## config.mk

```make
export PLATFORM = sky130hd
export DESIGN_NAME = ifc_regbank_arbiter_flat
export DESIGN_NICKNAME = d
export VERILOG_FILES = /design/src/rtl/ifc_regbank_arbiter_if.sv /design/src/rtl/ifc_regbank_arbiter.sv /design/src/flat_wrapper.sv
export SDC_FILE = /design/constraint.sdc
export NUM_CORES = 1
export LEC_CHECK = 0
export CORE_ASPECT_RATIO = 0.8
export CORE_MARGIN = 2
export CORE_UTILIZATION = 45
export CTS_CLUSTER_DIAMETER = 40
export CTS_CLUSTER_SIZE = 8
export DETAILED_ROUTE_END_ITERATION = 10
export DONT_BUFFER_PORTS = 1
export GPL_ROUTABILITY_DRIVEN = 0
export PLACE_DENSITY = 0.63
export SETUP_SLACK_MARGIN = 0.02
export SYNTH_ARGS = -nofsm -noshare
export SYNTH_HDL_FRONTEND = slang
export SYNTH_SLANG_ARGS = --single-unit
export TNS_END_PERCENT = 50
```

## constraint.sdc

```tcl
create_clock -name clock_50MHz_i -period 1.9 [get_ports clock_50MHz_i]
set_clock_uncertainty 0.1 [all_clocks]
set_input_delay 0.095 -clock clock_50MHz_i [delete_from_list [all_inputs] [get_ports clock_50MHz_i]]
set_output_delay 0.095 -clock clock_50MHz_i [all_outputs]
set_load 0.005 [all_outputs]
```

## src/rtl/ifc_regbank_arbiter_if.sv

```systemverilog
// Request/response bundle for one requester of the shared register bank.
// The requester drives the master side; the arbiter implements the slave side.
interface ifc_regbank_arbiter_if;
  logic        req;
  logic        we;
  logic [7:0]  addr;
  logic [15:0] wdata;
  logic        ack;
  logic [15:0] rdata;
  logic        err;

  modport master (
    output req, we, addr, wdata,
    input  ack, rdata, err
  );

  modport slave (
    input  req, we, addr, wdata,
    output ack, rdata, err
  );
endinterface

```

## src/rtl/ifc_regbank_arbiter.sv

```systemverilog
// Shares the single-port 16-bit register bank between the IFC host port (priority)
// and the UART maintenance port, with starvation relief for the UART side.
//
// state  | meaning
// IDLE   | arbitrate; a grant latches we/addr/wdata/owner
// ACCESS | bank strobe for one cycle (suppressed on decode error)
// WAIT   | RD_LAT cycles of bank read latency; data captured in the last one
// RESP   | one-cycle ack to the owner
module ifc_regbank_arbiter #(
  parameter int unsigned RD_LAT     = 1,
  parameter int unsigned NUM_REGS   = 64,
  parameter int unsigned STARVE_MAX = 4,
  parameter logic [15:0] ERR_DATA   = 16'hDEAD
) (
  input  logic                        clock_50MHz_i,
  input  logic                        rst_n_i,
  ifc_regbank_arbiter_if.slave        ifc_bus,
  ifc_regbank_arbiter_if.slave        uart_bus,
  output logic                        reg_en_o,
  output logic                        reg_we_o,
  output logic [7:0]                  reg_addr_o,
  output logic [15:0]                 reg_wdata_o,
  input  logic [15:0]                 reg_rdata_i,
  output logic                        busy_o,
  output logic                        owner_o
);

  localparam logic [1:0] S_IDLE   = 2'd0;
  localparam logic [1:0] S_ACCESS = 2'd1;
  localparam logic [1:0] S_WAIT   = 2'd2;
  localparam logic [1:0] S_RESP   = 2'd3;

  localparam logic [1:0] WAIT_LOAD  = 2'(RD_LAT - 1);
  localparam logic [7:0] STARVE_LIM = 8'(STARVE_MAX);
  localparam logic [8:0] NUM_REGS_W = 9'(NUM_REGS);

  logic [1:0]  state_q, state_d;
  logic [1:0]  wait_q, wait_d;
  logic [7:0]  starve_q, starve_d;
  logic        owner_q, owner_d;
  logic        we_q, we_d;
  logic        err_q, err_d;
  logic [7:0]  addr_q, addr_d;
  logic [15:0] wdata_q, wdata_d;
  logic        reg_en_q, reg_en_d;
  logic        reg_we_q, reg_we_d;
  logic        ifc_ack_q, ifc_ack_d;
  logic        uart_ack_q, uart_ack_d;
  logic        ifc_err_q, ifc_err_d;
  logic        uart_err_q, uart_err_d;
  logic [15:0] ifc_rdata_q, ifc_rdata_d;
  logic [15:0] uart_rdata_q, uart_rdata_d;

  logic        uart_forced;
  logic        grant_ifc;
  logic        grant_uart;
  logic        sel_we;
  logic [7:0]  sel_addr;
  logic [15:0] sel_wdata;
  logic        sel_err;

  logic        rsp_fire;
  logic        rsp_load;
  logic [15:0] rsp_data;

  // UART wins a contested cycle only once the IFC has been favoured STARVE_MAX times in a row.
  assign uart_forced = uart_bus.req && (starve_q == STARVE_LIM);
  assign grant_ifc   = ifc_bus.req && !uart_forced;
  assign grant_uart  = uart_bus.req && !grant_ifc;

  assign sel_we    = grant_uart ? uart_bus.we    : ifc_bus.we;
  assign sel_addr  = grant_uart ? uart_bus.addr  : ifc_bus.addr;
  assign sel_wdata = grant_uart ? uart_bus.wdata : ifc_bus.wdata;
  assign sel_err   = ({1'b0, sel_addr} >= NUM_REGS_W);

  always_comb begin
    state_d      = state_q;
    wait_d       = wait_q;
    starve_d     = starve_q;
    owner_d      = owner_q;
    we_d         = we_q;
    err_d        = err_q;
    addr_d       = addr_q;
    wdata_d      = wdata_q;
    reg_en_d     = 1'b0;
    reg_we_d     = 1'b0;
    ifc_ack_d    = 1'b0;
    uart_ack_d   = 1'b0;
    ifc_err_d    = 1'b0;
    uart_err_d   = 1'b0;
    ifc_rdata_d  = ifc_rdata_q;
    uart_rdata_d = uart_rdata_q;
    rsp_fire     = 1'b0;
    rsp_load     = 1'b0;
    rsp_data     = '0;

    case (state_q)
      S_IDLE: begin
        if (grant_ifc || grant_uart) begin
          state_d  = S_ACCESS;
          owner_d  = grant_uart;
          we_d     = sel_we;
          addr_d   = sel_addr;
          wdata_d  = sel_wdata;
          err_d    = sel_err;
          reg_en_d = !sel_err;
          reg_we_d = sel_we && !sel_err;
          if (grant_ifc && uart_bus.req) begin
            if (starve_q < STARVE_LIM) starve_d = starve_q + 8'd1;
          end else begin
            starve_d = '0;
          end
        end
      end

      S_ACCESS: begin
        if (err_q) begin
          state_d  = S_RESP;
          rsp_fire = 1'b1;
          rsp_load = !we_q;
          rsp_data = ERR_DATA;
        end else if (we_q) begin
          state_d  = S_RESP;
          rsp_fire = 1'b1;
        end else begin
          state_d = S_WAIT;
          wait_d  = WAIT_LOAD;
        end
      end

      S_WAIT: begin
        if (wait_q == 2'd0) begin
          state_d  = S_RESP;
          rsp_fire = 1'b1;
          rsp_load = 1'b1;
          rsp_data = reg_rdata_i;
        end else begin
          wait_d = wait_q - 2'd1;
        end
      end

      S_RESP: begin
        state_d = S_IDLE;
      end

      default: begin
        state_d = S_IDLE;
      end
    endcase

    // Ack, error and read data are registered so they all appear together in RESP.
    if (rsp_fire) begin
      if (owner_q) begin
        uart_ack_d = 1'b1;
        uart_err_d = err_q;
        if (rsp_load) uart_rdata_d = rsp_data;
      end else begin
        ifc_ack_d = 1'b1;
        ifc_err_d = err_q;
        if (rsp_load) ifc_rdata_d = rsp_data;
      end
    end
  end

  always_ff @(posedge clock_50MHz_i) begin
    if (!rst_n_i) begin
      state_q      <= S_IDLE;
      wait_q       <= '0;
      starve_q     <= '0;
      owner_q      <= 1'b0;
      we_q         <= 1'b0;
      err_q        <= 1'b0;
      addr_q       <= '0;
      wdata_q      <= '0;
      reg_en_q     <= 1'b0;
      reg_we_q     <= 1'b0;
      ifc_ack_q    <= 1'b0;
      uart_ack_q   <= 1'b0;
      ifc_err_q    <= 1'b0;
      uart_err_q   <= 1'b0;
      ifc_rdata_q  <= '0;
      uart_rdata_q <= '0;
    end else begin
      state_q      <= state_d;
      wait_q       <= wait_d;
      starve_q     <= starve_d;
      owner_q      <= owner_d;
      we_q         <= we_d;
      err_q        <= err_d;
      addr_q       <= addr_d;
      wdata_q      <= wdata_d;
      reg_en_q     <= reg_en_d;
      reg_we_q     <= reg_we_d;
      ifc_ack_q    <= ifc_ack_d;
      uart_ack_q   <= uart_ack_d;
      ifc_err_q    <= ifc_err_d;
      uart_err_q   <= uart_err_d;
      ifc_rdata_q  <= ifc_rdata_d;
      uart_rdata_q <= uart_rdata_d;
    end
  end

  assign reg_en_o    = reg_en_q;
  assign reg_we_o    = reg_we_q;
  assign reg_addr_o  = addr_q;
  assign reg_wdata_o = wdata_q;
  assign busy_o      = (state_q != S_IDLE);
  assign owner_o     = owner_q;

  assign ifc_bus.ack    = ifc_ack_q;
  assign ifc_bus.err    = ifc_err_q;
  assign ifc_bus.rdata  = ifc_rdata_q;
  assign uart_bus.ack   = uart_ack_q;
  assign uart_bus.err   = uart_err_q;
  assign uart_bus.rdata = uart_rdata_q;

endmodule

```

## src/flat_wrapper.sv

```systemverilog
// flat-port wrapper written by rule: the top's interface ports become plain ports
module ifc_regbank_arbiter_flat 
#(
  parameter int unsigned RD_LAT     = 1,
  parameter int unsigned NUM_REGS   = 64,
  parameter int unsigned STARVE_MAX = 4,
  parameter logic [15:0] ERR_DATA   = 16'hDEAD
)
  (clock_50MHz_i, rst_n_i, reg_en_o, reg_we_o, reg_addr_o, reg_wdata_o, reg_rdata_i, busy_o, owner_o, ifc_bus_req, ifc_bus_we, ifc_bus_addr, ifc_bus_wdata, ifc_bus_ack, ifc_bus_rdata, ifc_bus_err, uart_bus_req, uart_bus_we, uart_bus_addr, uart_bus_wdata, uart_bus_ack, uart_bus_rdata, uart_bus_err);
  ifc_regbank_arbiter_if ifc_bus_i ();
  ifc_regbank_arbiter_if uart_bus_i ();
  input  logic clock_50MHz_i;
  input  logic rst_n_i;
  output logic reg_en_o;
  output logic reg_we_o;
  output logic [7:0] reg_addr_o;
  output logic [15:0] reg_wdata_o;
  input  logic [15:0] reg_rdata_i;
  output logic busy_o;
  output logic owner_o;
  input wire logic [$bits(ifc_bus_i.req)-1:0] ifc_bus_req;
  input wire logic [$bits(ifc_bus_i.we)-1:0] ifc_bus_we;
  input wire logic [$bits(ifc_bus_i.addr)-1:0] ifc_bus_addr;
  input wire logic [$bits(ifc_bus_i.wdata)-1:0] ifc_bus_wdata;
  output wire logic [$bits(ifc_bus_i.ack)-1:0] ifc_bus_ack;
  output wire logic [$bits(ifc_bus_i.rdata)-1:0] ifc_bus_rdata;
  output wire logic [$bits(ifc_bus_i.err)-1:0] ifc_bus_err;
  input wire logic [$bits(uart_bus_i.req)-1:0] uart_bus_req;
  input wire logic [$bits(uart_bus_i.we)-1:0] uart_bus_we;
  input wire logic [$bits(uart_bus_i.addr)-1:0] uart_bus_addr;
  input wire logic [$bits(uart_bus_i.wdata)-1:0] uart_bus_wdata;
  output wire logic [$bits(uart_bus_i.ack)-1:0] uart_bus_ack;
  output wire logic [$bits(uart_bus_i.rdata)-1:0] uart_bus_rdata;
  output wire logic [$bits(uart_bus_i.err)-1:0] uart_bus_err;
  assign ifc_bus_i.req = ifc_bus_req;
  assign ifc_bus_i.we = ifc_bus_we;
  assign ifc_bus_i.addr = ifc_bus_addr;
  assign ifc_bus_i.wdata = ifc_bus_wdata;
  assign ifc_bus_ack = ifc_bus_i.ack;
  assign ifc_bus_rdata = ifc_bus_i.rdata;
  assign ifc_bus_err = ifc_bus_i.err;
  assign uart_bus_i.req = uart_bus_req;
  assign uart_bus_i.we = uart_bus_we;
  assign uart_bus_i.addr = uart_bus_addr;
  assign uart_bus_i.wdata = uart_bus_wdata;
  assign uart_bus_ack = uart_bus_i.ack;
  assign uart_bus_rdata = uart_bus_i.rdata;
  assign uart_bus_err = uart_bus_i.err;
  ifc_regbank_arbiter #(.RD_LAT(RD_LAT), .NUM_REGS(NUM_REGS), .STARVE_MAX(STARVE_MAX), .ERR_DATA(ERR_DATA)) u_core (.clock_50MHz_i(clock_50MHz_i), .rst_n_i(rst_n_i), .ifc_bus(ifc_bus_i), .uart_bus(uart_bus_i), .reg_en_o(reg_en_o), .reg_we_o(reg_we_o), .reg_addr_o(reg_addr_o), .reg_wdata_o(reg_wdata_o), .reg_rdata_i(reg_rdata_i), .busy_o(busy_o), .owner_o(owner_o));
endmodule
```

======== Word level (Yosys, flattened, before mapping) ========
Cells that the tools add are included.
word-level totals
  register bits ........................... 77
  latch bits .............................. 0
  memory bits (writable) .................. 0
  ROM bits ................................ 0
  logic and storage cells ................. 82
  memories ................................ 0
cells by class
  $add $sub $neg .......................... 2
  $mul .................................... 0
  div/mod/pow operators ................... 0
  order comparisons ....................... 2
  eq/ne operators ......................... 10
  shifts and indexed selects .............. 0
  muxes and demuxes ....................... 25
  bitwise logic cells ..................... 3
  reductions and logical operators ........ 24
operator list
  cell                                                                           number
  16-bit two-way mux                                                             3
  16-bit one-hot mux with 2 select lines                                         1
  8-bit two-way mux                                                              3
  3-bit AND reduction                                                            5
  2-bit two-way mux                                                              6
  8-bit by 1-bit adder with 8-bit output (second input constant)                 1
  8-bit by 3-bit equality test with 1-bit output (second input constant)         1
  8-bit by 7-bit >= comparator with 1-bit output (second input constant)         1
  8-bit by 3-bit less-than comparator with 1-bit output (second input constant)  1
  1-bit two-way mux                                                              8
  2-bit != test (second input constant)                                          4
  2-bit one-hot mux with 4 select lines                                          1
  2-bit AND reduction                                                            3
  1-bit logical AND                                                              5
  2-bit equality test (second input constant)                                    2
  1-bit logical NOT                                                              4
  2-bit logical NOT                                                              2
  2-bit by 1-bit != test with 1-bit output (second input constant)               2
  1-bit one-hot mux with 2 select lines                                          2
  2-bit one-hot mux with 2 select lines                                          1
  4-bit AND reduction                                                            1
  2-bit nonzero test                                                             2
  1-bit inverter                                                                 3
  3-bit OR reduction                                                             1
  3 further kinds                                                                3

======== Depth between registers and ports, before layout ========
Gate-level depths: netlist of the first run.
  depth after elaboration ................. 10
  depth in mapped cells ................... 9
  mapped depth without buffers ............ 7

======== Worst setup path after synthesis of the first run ========
Ideal clock, no wire load.
  path type ............................... register -> register
  from .................................... register u_core.state_q[0]
  to ...................................... register u_core.uart_rdata_q[0], in the netlist u_core.uart_bus.rdata[0]
  library setup time ...................... 116 ps
  arrival time ............................ 1,825 ps
  required time ........................... 1,684 ps
  path slack .............................. -141 ps
  cell stages (with the launch flop) ...... 9
  path buffers ............................ 2
  clock period less this slack ............ 2,041 ps
  cell sequence ........................... dfxtp_1 > inv_1 > ha_1 > a21boi_1 > and2_1 > clkbuf_1 > clkbuf_1 > nand2_1 > o211a_1
on the way
  word-level cells in the longest chain between the ends .. 3
  elaborated cells on any way between the ends .. 6
RTL lines
  element                                                                                line                        text
  from (decl)                                                                            ifc_regbank_arbiter.sv:37   logic [1:0] state_q, state_d;
  from (signal assigned)                                                                 ifc_regbank_arbiter.sv:184  state_q <= state_d;
  2-bit equality test or 2-bit by 1-bit equality test with 1-bit output (tied branches)  ifc_regbank_arbiter.sv:97   case (state_q)
  1-bit one-hot mux with 2 select lines                                                  ifc_regbank_arbiter.sv:97
  3-bit AND reduction (no line)                                                          -
  to (signal assigned)                                                                   ifc_regbank_arbiter.sv:199  uart_rdata_q <= uart_rdata_d;
  to (decl)                                                                              ifc_regbank_arbiter.sv:52   logic [15:0] uart_rdata_q, uart_rdata_d;
Several ways; a longest one is shown, not always the timed one.
A chain may end at the register's enable or synchronous reset.

======== Worst setup path after layout of the first run ========
  from .................................... register u_core.starve_q[0]
  to ...................................... register u_core.addr_q[0], in the netlist u_core.reg_addr_o[0]
on the way
  word-level cells in the longest chain between the ends .. 8
  elaborated cells on any way between the ends .. 9
RTL lines
  element                                             line                        text
  from (decl)                                         ifc_regbank_arbiter.sv:39   logic [7:0] starve_q, starve_d;
  from (signal assigned)                              ifc_regbank_arbiter.sv:186  starve_q <= starve_d;
  8-bit by 3-bit equality test with 1-bit output (*)  ifc_regbank_arbiter.sv:67   assign uart_forced = uart_bus.req && (starve_q == STARVE_LIM);
  1-bit logical AND (*)                               ifc_regbank_arbiter.sv:67
  1-bit logical NOT (*)                               ifc_regbank_arbiter.sv:68   assign grant_ifc = ifc_bus.req && !uart_forced;
  1-bit logical AND (*)                               ifc_regbank_arbiter.sv:68
  1-bit logical NOT                                   ifc_regbank_arbiter.sv:69   assign grant_uart = uart_bus.req && !grant_ifc;
  1-bit logical AND                                   ifc_regbank_arbiter.sv:69
  1-bit logical OR                                    ifc_regbank_arbiter.sv:99   if (grant_ifc || grant_uart) begin
  2-bit AND reduction (no line)                       -
  to (signal assigned)                                ifc_regbank_arbiter.sv:190  addr_q <= addr_d;
  to (decl)                                           ifc_regbank_arbiter.sv:43   logic [7:0] addr_q, addr_d;
Mark *: on every way between the ends. The rest lies on a longest branch, timed or not.

==> results of run 1 <==
[through the flow]
| step | area, um2 | hold slack (ns) | setup slack, ns | instances | TNS [ns] |
|---|---|---|---|---|---|
| global route | 4650 | 0.00721 | -0.124 | 550 | -2.28 |
| floorplan | 3290 | 0.132 | 0.0196 | 380 | 0 |
| CTS | 3960 | -0.235 | 0.00209 | 497 | 0 |
| detailed placement | 3420 | 0.142 | -0.0947 | 452 | -1.60 |
| global placement | 3420 | 0.139 | 0.0502 | 452 | 0 |
| finish | 4650 | -0.0107 | -0.0326 | 550 | -0.136 |
[final cells by class]
cell class / count / area, um2
Tap cell: 87 / 109
Timing Repair Buffer: 95 / 1020
Fill cell: 547 / 2310
Clock buffer: 11 / 141
Clock inverter: 5 / 83.8
Multi-Input combinational cell: 267 / 1720
Sequential cell: 77 / 1550
Inverter: 8 / 30.0
[worst register-to-register path, stage by stage (launching register included)]
cell and delay (ns):
dfxtp_2 0.33, inv_2 0.06, ha_4 0.13, nor4b_4 0.26, nand4_4 0.18, a21boi_4 0.25, buf_6 0.15, buf_12 0.12
nand2_1 0.07, a31oi_1 0.20
[logic make-up (layout without fill, tap and decap cells)]
| family | after synthesis | after routing | synth area share, % |
|---|---|---|---|
| compound gates | 113 | 113 | 23.6 |
| fa+ha+maj | 7 | 7 | 2.67 |
| buf+inv | 36 | 119 | 4.61 |
| flops | 77 | 77 | 47.0 |
| mux | 3 | 3 | 0.953 |
| simple gates | 144 | 144 | 21.2 |
[synthesized netlist by cell type (2+ instances only)]
master,count,area share (%)
nand3_1,13,2.0
o21ai_0,25,3.8
a21oi_1,16,2.4
nor2b_1,8,1.5
clkbuf_1,22,2.5
o21ai_1,3,0.46
ha_1,7,2.7
nor3b_1,2,0.46
dfxtp_1,77,47
a21boi_1,15,3.4
nand3b_1,2,0.46
mux2i_1,2,0.61
nand2_1,94,11
and2_1,7,1.3
o211a_1,23,7.0
a31oi_1,24,4.6
buf_2,4,0.61
inv_1,6,0.69
and3_1,4,0.76
nor2_1,3,0.34
[what timing repair did]
| item | 4_1_cts | 5_1_grt |
|---|---|---|
| hold buffers | 25 | 47 |
| resized for setup | 10 | 32 |
| setup endpoints to repair | 27 | 62 |
| cloned | 0 | 2 |
| setup buffers | 4 | 4 |
| pin swaps | 3 | 22 |
| endpoints found under the hold margin | 75 | 71 |
[final timing paths]
path | start | endpoint | slack [ns] | cells after the start
worst max-delay path | u_core.starve_q[0]$_SDFFE_PN0P_ | u_core.reg_addr_o[0]$_SDFFE_PN0P_ | -0.03 | 9
worst min-delay path | rst_n_i | u_core.starve_q[5]$_SDFFE_PN0P_ | -0.01 | 2
worst max register to register | u_core.starve_q[0]$_SDFFE_PN0P_ | u_core.reg_addr_o[0]$_SDFFE_PN0P_ | -0.03 | 9
worst min register to register | u_core.wait_q[0]$_SDFFE_PN0P_ | u_core.wait_q[0]$_SDFFE_PN0P_ | 0.36 | 2
[placed cells by master (no fill, tap or decap), types with 9 or more instances in the layout]
master	n
dfxtp_1	73
o21ai_0	25
clkbuf_8	10
buf_4	14
nand3_1	13
o211a_1	23
nand2_1	86
dlygate4sd3_1	71
a21oi_1	9
a31oi_1	24
a21boi_1	14
[layer usage]
layer | routed length [um] | up-vias | GRT usage, %
met2 | 4530 | 134 | 30.9
met1 | 3850 | 1474 | 24.0
met3 | 633 | 19 | 6.53
met5 | 0 | - | 0
li1 | - | 1483 | -
met4 | 169 | 0 | 7.26
[report_power, final]
group / internal (mW) / total, mW / switching [mW]
registers: 1.94 / 2.19 / 0.255
clock network: 0.779 / 1.38 / 0.602
logic: 0.745 / 1.59 / 0.844
[state kept, by name, indices dropped and copies added (netlist names), 2 cells and up]
register / cells
u_core.reg_addr_o: 8
u_core.ifc_bus.rdata: 16
u_core.starve_q: 8
u_core.wait_q: 2
u_core.uart_bus.rdata: 16
u_core.reg_wdata_o: 16
u_core.state_q: 2
==> out/summary.txt, run 1 <==
status = finished, violations left
violated checks = negative hold slack, negative setup slack
worst skew pair latency = 0.34 ns
I/O pin cnt = 134
wirelength, routed = 9.18 mm
drt first pass iters = 5
Port Buffer Count = 0
leakage power = 2.07 nW
Max Clock Freq = 517 MHz
Pwr Total = 5.16 mW
DRC violations left = 0
Die Y = 80.4 um
largest stage delay on the critical path = 0.33 ns
root buf cell = clkbuf_8
Max Cap Viol = 0
pwr dens = 1110 nW/um2
worst-path cell chain = inv_2 > ha_4 > nor4b_4 > nand4_4 > a21boi_4 > buf_6 > buf_12 > nand2_1 > a31oi_1
ratio of cells with drive above 1 in the final layout = 16.2%
Worst-Margin Slew = 0.343 ns
Cell Area, Synth = 3280 um2
kind of critical path = reg2reg
Net Count, Synth = 457
initial antenna violation count = 0
RSZ-0062 raised after global routing = yes
die footprint = 7990 um2
Slew headroom = 77.1%
DR vias = 3110
CP max-delay cell = dfxtp_2
final hold violation count = 4
Max H-tree Level = 3
number of synthesis warnings = 0
first-pass GRT wire length = 12.3 mm
CTS tree = yes
Final Setup Violations = 8
path category of the worst min-delay check = in2reg
TritonCTS Buffers = 9
vias in the first global route = 2606
post-synthesis sequential area ratio = 47.0%
fin crit share = 102%
clock sinks = 77
GRT Total Usage = 19.2%
synth unique cells = 43
synthesized instance count = 380
area grow syn2layout = 41.7%
Post-synth EDFFs = 0
clk slew on worst S/H paths = 0.08 ns
CP Buf/Inv Count = 3
Final Critical Period = 1.93 ns
vias per inst = 5.65
worst hold slack = -0.0107 ns
Critical Path RT = 2.06 ns
Cell Rows = 27
Final Max Slew Viols = 0
Initial Util = 47.1%
drt wl/cell = 16.7 um
Largest delay share family, worst path = simple AND/OR/NAND/NOR gates
Post-DP HPWL = 5.06 mm
setup ws final = -0.0326 ns
Final #Nets = 535
clk buf depth = 2
ANT nets after route = 0
Die W = 99.5 um
Seq cells post-synth = 77
Crit path arrival time = 2.09 ns
Crit Path Max Fanout = 6
Primary FF master, synth = dfxtp_1
total gr overflow = 0
antenna cells = 0
largest net degree at the start of global routing = 72
Mapped Avg Cell Area = 8.63 um2
asr flop ratio synth = 0%
kind of end point of the critical path = flip-flop
final core area utilization = 66.8%
Critical Path Source Type = flip-flop
core box area = 6960 um2
First DRT Iteration DRCs = 116
Peak supply drop = 0.000562 V
(Power assumes the default switching activity.)
==> inputs of run 2 (changes only) <==
--- a/config.mk
+++ b/config.mk
@@ -15,6 +15,7 @@
 export GPL_ROUTABILITY_DRIVEN = 0
 export PLACE_DENSITY = 0.63
 export SETUP_SLACK_MARGIN = 0.02
+export SKIP_LAST_GASP = 1
 export SYNTH_ARGS = -nofsm -noshare
 export SYNTH_HDL_FRONTEND = slang
 export SYNTH_SLANG_ARGS = --single-unit
==> run 2 against run 1 <==
  * The run still ends with negative hold slack, negative setup slack left
  * Routed wire length decreased by 0.71%
  * Final area decreased by 0.40%
  * Utilization decreased by 0.27 points
  * Worst hold slack improved by 0.0014 ns
  * Final cell count unchanged
  * Clock-buffer cell count unchanged
  * Sequential power about the same
  * Non-clock buffer count unchanged
  * Clock power about the same
  * Sequential share of layout area increased by 0.13 points
  * Setup slack improved by 0.0012 ns
  * Critical endpoint unchanged
  * Largest cell class unchanged
==> out/summary.txt, run 2 (synthesis gave the netlist of run 1 again) <==
clk slew on worst S/H paths = 0.08 ns
clock network power share = 26.9%
switch share = 32.9%
worst skew pair latency = 0.34 ns
setup ws final = -0.0314 ns
Die W = 99.5 um
kind of end point of the critical path = flip-flop
Max H-tree Level = 3
violated checks = negative hold slack, negative setup slack
Max Clock Freq = 518 MHz
Final Max Slew Viols = 0
Setup crit start = u_core.starve_q[0]$_SDFFE_PN0P_
ratio of cells with drive above 1 in the final layout = 15.8%
initial antenna violation count = 0
First DRT Iteration DRCs = 138
Die Y = 80.4 um
GRT Total Usage = 19.2%
Worst-Margin Slew = 0.343 ns
r2r worst-path depth = 9
core box area = 6960 um2
largest stage delay on the critical path = 0.33 ns
Crit path arrival time = 2.09 ns
path category of the worst min-delay check = in2reg
clk buf depth = 2
Power Internal = 3.44 mW
drt first pass iters = 5
first-pass GRT wire length = 12.3 mm
worst hold slack = -0.00936 ns
Final #Nets = 535
drt wl/cell = 16.6 um
sw power = 1.69 mW
Max Cap Viol = 0
Cell Rows = 27
Final Setup Violations = 8
die footprint = 7990 um2
Comb power frac = 30.4%
wirelength, routed = 9.12 mm
Post-DP HPWL = 5.06 mm
Final Critical Period = 1.93 ns
most common cell after layout, fill and taps aside = nand2_1
Worst Hold Endpoint = u_core.starve_q[5]$_SDFFE_PN0P_
CTS tree = yes
Initial Util = 47.1%
vias per inst = 5.57
Hold Path Origin = rst_n_i
Peak supply drop = 0.000562 V
Crit Path Max Fanout = 6
Port Buffer Count = 0
worst-path cell chain = inv_2 > ha_4 > nor4b_4 > nand4_4 > a21boi_4 > buf_6 > buf_12 > nand2_1 > a31oi_1
CP max-delay cell = dfxtp_2
total gr overflow = 0
DR vias = 3064
RSZ-0062 raised after global routing = yes
Critical Path Source Type = flip-flop
antenna cells = 0
ANT nets after route = 0
kind of critical path = reg2reg
root buf cell = clkbuf_8
Critical Path RT = 2.06 ns
hold depth = 2
I/O pin cnt = 134
flop2flop setup slack = -0.03 ns
Largest delay share family, worst path = simple AND/OR/NAND/NOR gates
CP Buf/Inv Count = 3
vias in the first global route = 2606
clock sinks = 77
origin of the critical flop-to-flop path = u_core.starve_q[0]$_SDFFE_PN0P_
Seq pwr share = 42.8%
largest net degree at the start of global routing = 72
Slew headroom = 77.1%
Pwr Total = 5.14 mW
dpl ws = -0.0947 ns
leakage power = 2.07 nW
TritonCTS Buffers = 9
RR Endpoint = u_core.reg_addr_o[0]$_SDFFE_PN0P_
status = finished, violations left
final hold violation count = 4
pwr dens = 1110 nW/um2
commonest cells after routing, fill and taps aside = nand2_1 (86), dfxtp_1 (73), dlygate4sd3_1 (71)
DRC violations left = 0
fin crit share = 102%
area grow syn2layout = 41.2%
==> run 2: area by class of cell <==
cell class / instances / area, um2
clock buffer: 11 / 141
clock inverter: 5 / 83.8
fill: 547 / 2330
inverter: 8 / 30.0
multi-input combinational: 267 / 1710
sequential: 77 / 1550
tap: 87 / 109
timing repair buffer: 95 / 1010
==> run 2: worst max path at each step <==
stage,slack (ns),cells after the start,to
3_5_place_dp,-0.09,8,u_core.reg_wdata_o[3]$_SDFFE_PN0P_
4_1_cts,0.002,5,u_core.starve_q[0]$_SDFFE_PN0P_
2_1_floorplan,0.02,7,u_core.reg_en_o$_SDFF_PN0_
3_3_place_gp,0.05,5,u_core.starve_q[0]$_SDFFE_PN0P_
5_1_grt,-0.12,9,u_core.reg_wdata_o[11]$_SDFFE_PN0P_
6_report,-0.03,9,u_core.reg_addr_o[0]$_SDFFE_PN0P_
==> run 2: power by group through the flow <==
stage                     Sequential [mW]  Combinational (mW)  Clock, mW
final                                2.20                1.56       1.38
after global routing                 2.23                1.74       1.47
after CTS                            2.19                1.36       1.42
after detailed placement             2.22                1.30          0
after global placement               2.22                1.27          0
after floorplan                      2.15               0.973          0
==> run 2: worst reg2reg max path: stages (launching register included) <==
cell and delay [ns]:
dfxtp_2 0.33, inv_2 0.06, ha_4 0.13, nor4b_4 0.26
nand4_4 0.18, a21boi_4 0.25, buf_6 0.15, buf_12 0.12
nand2_1 0.07, a31oi_1 0.20
==> run 2: layer usage <==
layer / up-vias / global-route usage (%) / part of all wire (%)
li1: 1480 / - / -
met1: 1436 / 24.0 / 42
met2: 129 / 30.9 / 50
met3: 19 / 6.53 / 7.0
met4: 0 / 7.26 / 1.8
met5: - / 0 / 0
==> run 2: stage by stage <==
stage	instances	TNS, ns	instance area, um2	utilization (%)	hold WS [ns]
after floorplan	380	0	3290	-	0.132
after global placement	452	0	3420	49.1	0.139
after detailed placement	452	-1.60	3420	49.1	0.142
after CTS	497	0	3960	56.9	-0.235
after global routing	550	-2.31	4630	66.5	0.00721
final	550	-0.155	4630	66.5	-0.00936
==> run 2: what timing repair did <==
| action | in CTS | in global routing |
|---|---|---|
| endpoints found under the setup margin | 27 | 62 |
| hold endpoints to repair | 75 | 71 |
| pin swaps | 3 | 21 |
| buffers inserted | 4 | 4 |
| hold buffers | 25 | 47 |
| gates cloned | 0 | 2 |
| resized for setup | 10 | 28 |
